$ cat config.mk
export PLATFORM = sky130hd
export DESIGN_NAME = dev_hex_mux
export DESIGN_NICKNAME = d
export VERILOG_FILES = /design/src/rtl/dev_hex_mux.sv
export SDC_FILE = /design/constraint.sdc
export NUM_CORES = 1
export LEC_CHECK = 0
export CAP_MARGIN = 10
export CORE_MARGIN = 10
export CORE_UTILIZATION = 49
export CTS_BUF_LIST = sky130_fd_sc_hd__clkbuf_4 sky130_fd_sc_hd__clkbuf_8
export CTS_CLUSTER_SIZE = 20
export DETAILED_ROUTE_END_ITERATION = 8
export MAX_ROUTING_LAYER = met4
export PLACE_DENSITY = 0.78
export SLEW_MARGIN = 20
export SYNTH_ARGS = -nofsm -noshare
export SYNTH_HDL_FRONTEND = slang
export SYNTH_SLANG_ARGS = --single-unit
$ cat constraint.sdc
create_clock -name clk -period 2.3 [get_ports clk]
set_input_delay 0.69 -clock clk [delete_from_list [all_inputs] [get_ports clk]]
set_output_delay 0.69 -clock clk [all_outputs]
set_load 0.005 [all_outputs]
$ cat src/rtl/dev_hex_mux.sv
// rtl/dev_hex_mux.sv - multiplexed hex 7-segment driver with per-frame input snapshot,
// leading-zero suppression, blanking and per-slot PWM brightness.
module dev_hex_mux #(
  parameter int DIGITS         = 4,
  parameter int PRESCALE       = 4,
  parameter int SEG_ACTIVE_LOW = 1,
  parameter int DIG_ACTIVE_LOW = 0
) (
  input  logic                  clk,
  input  logic                  rst,
  input  logic [4*DIGITS-1:0]   hex_val,
  input  logic [DIGITS-1:0]     dp,
  input  logic [DIGITS-1:0]     blank_mask,
  input  logic                  lz_suppress,
  input  logic [3:0]            brightness,
  output logic [7:0]            seg_pins,
  output logic [DIGITS-1:0]     dig_en,
  output logic                  frame_start
);

  localparam int PCW = (PRESCALE > 1) ? $clog2(PRESCALE) : 1;
  localparam int SW  = (DIGITS > 1) ? $clog2(DIGITS) : 1;
  localparam logic [7:0]        SEG_INV = (SEG_ACTIVE_LOW != 0) ? 8'hFF : 8'h00;
  localparam logic [DIGITS-1:0] DIG_INV = (DIG_ACTIVE_LOW != 0) ? {DIGITS{1'b1}} : '0;

  logic [PCW-1:0]      pcnt_q, pcnt_d;
  logic [3:0]          t_q, t_d;
  logic [SW-1:0]       s_q, s_d;
  logic [4*DIGITS-1:0] hex_sh_q;
  logic [DIGITS-1:0]   dp_sh_q, blank_sh_q;
  logic                lz_sh_q;
  logic [3:0]          bri_sh_q;
  logic [7:0]          seg_q, seg_d;
  logic [DIGITS-1:0]   dig_q, dig_d;
  logic                fs_q;
  logic                tick, load;

  function automatic logic [6:0] font(input logic [3:0] n);
    case (n)
      4'h0: font = 7'h3F;  4'h1: font = 7'h06;  4'h2: font = 7'h5B;  4'h3: font = 7'h4F;
      4'h4: font = 7'h66;  4'h5: font = 7'h6D;  4'h6: font = 7'h7D;  4'h7: font = 7'h07;
      4'h8: font = 7'h7F;  4'h9: font = 7'h6F;  4'hA: font = 7'h77;  4'hB: font = 7'h7C;
      4'hC: font = 7'h39;  4'hD: font = 7'h5E;  4'hE: font = 7'h79;  default: font = 7'h71;
    endcase
  endfunction

  always_comb begin
    tick   = (pcnt_q == PCW'(PRESCALE - 1));
    load   = (pcnt_q == '0) && (t_q == 4'h0) && (s_q == '0);
    pcnt_d = tick ? '0 : pcnt_q + 1'b1;
    t_d    = tick ? t_q + 4'h1 : t_q;
    s_d    = s_q;
    if (tick && (t_q == 4'hF)) begin
      s_d = (s_q == SW'(DIGITS - 1)) ? '0 : s_q + 1'b1;
    end
  end

  // Digit i is suppressed when it and every more significant nibble are zero.
  logic [DIGITS-1:0] sup;
  logic              zero_run;
  always_comb begin
    sup      = '0;
    zero_run = lz_sh_q;
    for (int i = DIGITS - 1; i >= 0; i--) begin
      zero_run = zero_run && (hex_sh_q[4*i +: 4] == 4'h0);
      if (i != 0) sup[i] = zero_run;
    end
  end

  logic [3:0]        cur_nib;
  logic              cur_dp, cur_blank, cur_sup;
  logic [DIGITS-1:0] onehot;
  logic [3:0]        bri_eff;
  logic              guard, lit;
  logic [7:0]        seg_act;
  always_comb begin
    cur_nib   = 4'h0;
    cur_dp    = 1'b0;
    cur_blank = 1'b0;
    cur_sup   = 1'b0;
    onehot    = '0;
    for (int i = 0; i < DIGITS; i++) begin
      if (s_q == SW'(i)) begin
        cur_nib   = hex_sh_q[4*i +: 4];
        cur_dp    = dp_sh_q[i];
        cur_blank = blank_sh_q[i];
        cur_sup   = sup[i];
        onehot[i] = 1'b1;
      end
    end
    bri_eff = (bri_sh_q >= 4'd14) ? 4'd14 : bri_sh_q;
    guard   = (t_q == 4'h0) || (t_q == 4'hF);
    lit     = !guard && (t_q <= bri_eff);
    seg_act = 8'h00;
    if (lit && !cur_blank) begin
      seg_act = {cur_dp, cur_sup ? 7'h00 : font(cur_nib)};
    end
    seg_d = seg_act ^ SEG_INV;
    dig_d = (guard ? '0 : onehot) ^ DIG_INV;
  end

  always_ff @(posedge clk) begin
    if (rst) begin
      pcnt_q     <= '0;
      t_q        <= 4'h0;
      s_q        <= '0;
      hex_sh_q   <= '0;
      dp_sh_q    <= '0;
      blank_sh_q <= '0;
      lz_sh_q    <= 1'b0;
      bri_sh_q   <= 4'h0;
      seg_q      <= SEG_INV;
      dig_q      <= DIG_INV;
      fs_q       <= 1'b0;
    end else begin
      pcnt_q <= pcnt_d;
      t_q    <= t_d;
      s_q    <= s_d;
      seg_q  <= seg_d;
      dig_q  <= dig_d;
      fs_q   <= load;
      if (load) begin
        hex_sh_q   <= hex_val;
        dp_sh_q    <= dp;
        blank_sh_q <= blank_mask;
        lz_sh_q    <= lz_suppress;
        bri_sh_q   <= brightness;
      end
    end
  end

  assign seg_pins    = seg_q;
  assign dig_en      = dig_q;
  assign frame_start = fs_q;

endmodule

* Yosys cells after proc, flatten, opt, wreduce, memory -nomap -nowiden
Memories as Yosys holds them, arrays and structs flattened. Cells that the tools add are included.
Storage, ports and cells: memory bits (read-only) 112, bits in writable memories 0, bits in latches 0, bits in registers 50, memories kept 1
Cells by class: $mul 0, reduce and logical (&&, ||, !) cells 19, eq/ne operators 5, multiplexer cells 23, order comparisons 2, divide/modulo/power cells 0, shifts and indexed selects 0, bitwise logic cells 1, $add $sub $neg 3
Memory list:
- (name not given) | depth 16, width 7, rd ports 1, clocked after memory_dff 0, wr ports 0, line 39 | case (n)
Operator list (number):
- $mux W4 | 5
- $logic_not A4 Y1 | 4
- $mux W1 | 15
- $logic_and A1 B1 Y1 | 8
- $mux W8 | 1
- $not A8 Y8 | 1
- $mux W7 | 1
- $eq A2 B2 Y1 const B | 3
- $add A2 B1 Y2 const B | 2
- $add A4 B1 Y4 const B | 1
- $eq A4 B4 Y1 const B | 1
- $ge A4 B4 Y1 const B | 1
- $le A4 B4 Y1 | 1
- $logic_not A2 Y1 | 2
- $reduce_or A2 Y1 | 2
- $eq A2 B1 Y1 const B | 1
- $logic_not A1 Y1 | 2
- $mux W2 | 1
- $logic_or A1 B1 Y1 | 1

* Depth between registers and ports, before layout
depth in word-level cells 10, depth in mapped cells 10, mapped depth without buffers 9

* Worst setup path after synthesis
No wires, ideal clock.
path type reg-to-reg, start point register s_q[1], end point register seg_q[0], in the netlist seg_pins[0], stages on the path, launching flop included 11, buffers on the path 1, data arrival time 2169 ps, path slack -1 ps, data required time 2168 ps, cells stage by stage dfxtp_1 > inv_1 > ha_1 > buf_2 > nand3b_1 > a221oi_2 > inv_1 > ha_1 > or3_1 > o21ai_0 > o21ai_1
On the way: longest elaborated chain between the ends 9
Ends and longest elaborated chain:
- start: declaration | line 28 | logic [SW-1:0] s_q, s_d;
- start signal: assignment | line 106 | s_q <= '0;
- start signal: assignment | line 118 | s_q <= s_d;
- $logic_not A2 Y1 | line 83 | if (s_q == SW'(i)) begin
- $mux W4 or $mux W1 (tied branches) (4 in series) | line 83
- $mem_v2 Z16 W7 or $logic_not A1 Y1 (tied branches)
- $mux W7 or $logic_and A1 B1 Y1 (tied branches) | line 96, 95
- $mux W8 (*) | line 95 | if (lit && !cur_blank) begin
- $not A8 Y8 (no line) (*)
- end signal: assignment | line 119 | seg_q <= seg_d;
- end: declaration | line 33 | logic [7:0] seg_q, seg_d;
Mark *: on every way between the ends. The rest lies on a longest branch, timed or not. A chain may end at the register's enable or synchronous reset.

* Worst setup path in the final report
Same ends and word-level chain as after synthesis.

==> out/qor.csv <==
metric,value,unit
outcome,"complete, no violations",
async_flop_share,0,%
period_minus_slack,2.14,ns
synth_xor_area_share,1.10,%
ys_seq_area_share,41.8,%
tightest_slew,0.553,ns
skew,0.00850,ns
cpLargestDelayFamily,simple AND/OR/NAND/NOR gates,
critPathRequiredTime,2.48,ns
power_leakage,1.17,nW
synth-simple-area-share,22.5,%
max_cap_violations,0,
post_cts_resize_count,0,
dp_hpwl,3.88,mm
grt_util_all_layers,13.3,%
placed_cells,394,
io_pins,44,
synth_ff_type,dfxtp_1,
die_area,0.00809,mm2
yosysWarnings,0,
end_kind,flip-flop,
clk_pin_slew_worst_paths,0.09,ns
finalNonFillerCells,402,
drc,0,
cts_root_buffer,clkbuf_8,
wl_per_cell,12.9,um
pwr-share-clk,27.0,%
avgViaCountPerCell,5.10,
die_w,89.9,um
syn_area,0.00240,mm2
cts_buffer_depth,2,
worstPathBufferInverterCount,2,
timing.fmax,468,MHz
drtAntennaViolNets,0,
drv_slew,0,
path_depth,9,
core_area,0.00472,mm2
p_per_area,636,mW/mm2
hold_viol,0,
mostFrequentLayoutCell,nand2_1,
seqPwrFrac,50.6,%
intPower,1.39,mW
setup_viol,0,
first_pass_iters,4,
critPathMaxStageDelay,0.36,ns
clkSinkCount,50,
synthMuxAreaShare,1.31,%
critPathKind,reg2reg,
crit_chain,inv_1 > ha_2 > nand3b_1 > a221oi_4 > inv_2 > ha_1 > or3_1 > o21ai_0 > o21ai_1,
initial_core_util,50.7,%
synth_compound_area_share,17.8,%
timing.final.crit_share,93.0,%
global_route.overflow_total,0,
drive_above_1_share,10.7,%
p_sw,546,uW
cts_tree,done,
ff2ff_path_depth,9,
synthAdderAreaFrac,9.40,%
cp-start-kind,flip-flop,
grt_max_degree,39,
drt_iter0_markers,95,
syn_nets,338,
synth_edf_count,0,
clk_latency,0.30,ns
grt_pass1_wl,8.87,mm
grt_pass1_vias,1896,
cts_hold_buf,0,
gp_congestion,0.859,
crit_arrival,2.32,ns
final_cell_mix,"nand2_1 (69), dfxtp_1 (48), clkdlybuf4s50_1 (43)",
routed_wl,5.19,mm
avgSynthCellArea,8.29,um2
vias,2051,
switching_share,28.2,%
rsz0062_at_grt,no,
nNetsFinal,383,
p_comb_share,22.4,%
synthCells,289,
finalPower,1.94,mW
hold_path_depth,2,
ir_drop,0.000473,V
synth_top_family_by_area,simple AND/OR/NAND/NOR gates,
antenna_found_initial,0,
diodes,0,
syn_to_final_growth,27.4,%
io_buffers,43,
crit_path_top_delay_cell,dfxtp_2,
post-cts-setup-buffer-count,0,
rows,25,
htree_num_levels,2,
synth_seq_cells,50,
worstPathMaxFanout,10,
fp.dieH,89.9,um
cts_made_buffers,5,
finalSetupTns,0,ns
min_path_type,reg2reg,
ys_types,39,
slew-limit-headroom,63.1,%
## area by class of cell
type	count	area [um2]
clock buffer	7	90.1
timing repair buffer	54	526
inverter	18	67.6
fill	427	1670
sequential	50	1000
tap	67	83.8
clock inverter	1	5.00
multi-input combinational	205	1280
## power by group through the flow
| stage | sequential [mW] | clock [mW] | combinational (mW) |
|---|---|---|---|
| 6_report | 0.981 | 0.524 | 0.435 |
| 3_5_place_dp | 1.00 | 0 | 0.434 |
| 2_1_floorplan | 0.989 | 0 | 0.297 |
| 4_1_cts | 0.981 | 0.543 | 0.434 |
| 3_3_place_gp | 1.00 | 0 | 0.426 |
| 5_1_grt | 0.990 | 0.584 | 0.496 |
## metrics by stage
stage | utilization [%] | hold WS [ns] | cell area, um2 | setup slack [ns]
6_report | 64.6 | 0.456 | 3050 | 0.162
3_5_place_dp | 62.2 | 0.447 | 2940 | 0.0435
5_1_grt | 64.6 | 0.479 | 3050 | 0.0358
2_1_floorplan | - | 0.427 | 2410 | 0.0516
3_3_place_gp | 62.2 | 0.441 | 2940 | 0.0834
4_1_cts | 64.2 | 0.459 | 3030 | 0.0428
## kinds of logic (layout without fill, tap and decap cells)
family	Yosys count	count (layout)
AND/OR/NAND/NOR	117	117
XOR/XNOR	3	3
adder cells (fa/ha/maj)	18	18
flip-flops	50	50
multiplexers	3	3
AO/OA/AOI/OAI	64	64
buffers and inverters	34	80
## worst reg2reg max path, stage by stage, from the launching register on
cell and delay, ns:
dfxtp_2 0.36, inv_1 0.07, ha_2 0.22, nand3b_1 0.22, a221oi_4 0.35, inv_2 0.09, ha_1 0.21, or3_1 0.36
o21ai_0 0.07, o21ai_1 0.08
## flip-flops by register name (all words and copies together), names as in the netlist
register,flops
pcnt_q,2
hex_sh_q,16
dp_sh_q,4
bri_sh_q,4
t_q,4
dig_en,4
lz_sh_q,1
frame_start,1
s_q,2
blank_sh_q,4
seg_pins,8
## worst paths after layout
path                               from     endpoint  slack, ns
worst max-delay path             s_q[1]  seg_pins[0]       0.16
worst min-delay path            lz_sh_q      lz_sh_q       0.46
worst max register to register   s_q[1]  seg_pins[0]       0.16
worst min register to register  lz_sh_q      lz_sh_q       0.46
## routing by layer
metal,vias up,part of all wire (%),track usage [%]
li1,1068,-,-
met1,933,48,16.6
met2,43,46,20.3
met3,7,4.4,3.24
met4,0,1.5,4.77
met5,-,0,-
## cell usage after synthesis, types with 2 or more instances
| cell type | instances | area [um2] |
|---|---|---|
| nand2_1 | 69 | 259 |
| dfxtp_1 | 50 | 1000 |
| a21oi_1 | 37 | 185 |
| ha_1 | 18 | 225 |
| inv_1 | 18 | 67.6 |
| nor2_1 | 15 | 56.3 |
| clkbuf_1 | 7 | 26.3 |
| and2_1 | 6 | 37.5 |
| buf_2 | 6 | 30.0 |
| nand3b_1 | 6 | 45.0 |
| nor3b_1 | 6 | 45.0 |
| a211oi_1 | 5 | 37.5 |
| o21ai_0 | 4 | 20.0 |
| a221o_1 | 3 | 30.0 |
| a221oi_2 | 3 | 45.0 |
| buf_4 | 3 | 22.5 |
| nand3_1 | 3 | 15.0 |
| nand4_1 | 3 | 18.8 |
| nor3_1 | 3 | 15.0 |
| mux2i_1 | 2 | 20.0 |
| o21ai_1 | 2 | 10.0 |
| o31ai_1 | 2 | 15.0 |
| xor2_1 | 2 | 17.5 |
(Power assumes the default switching activity.)
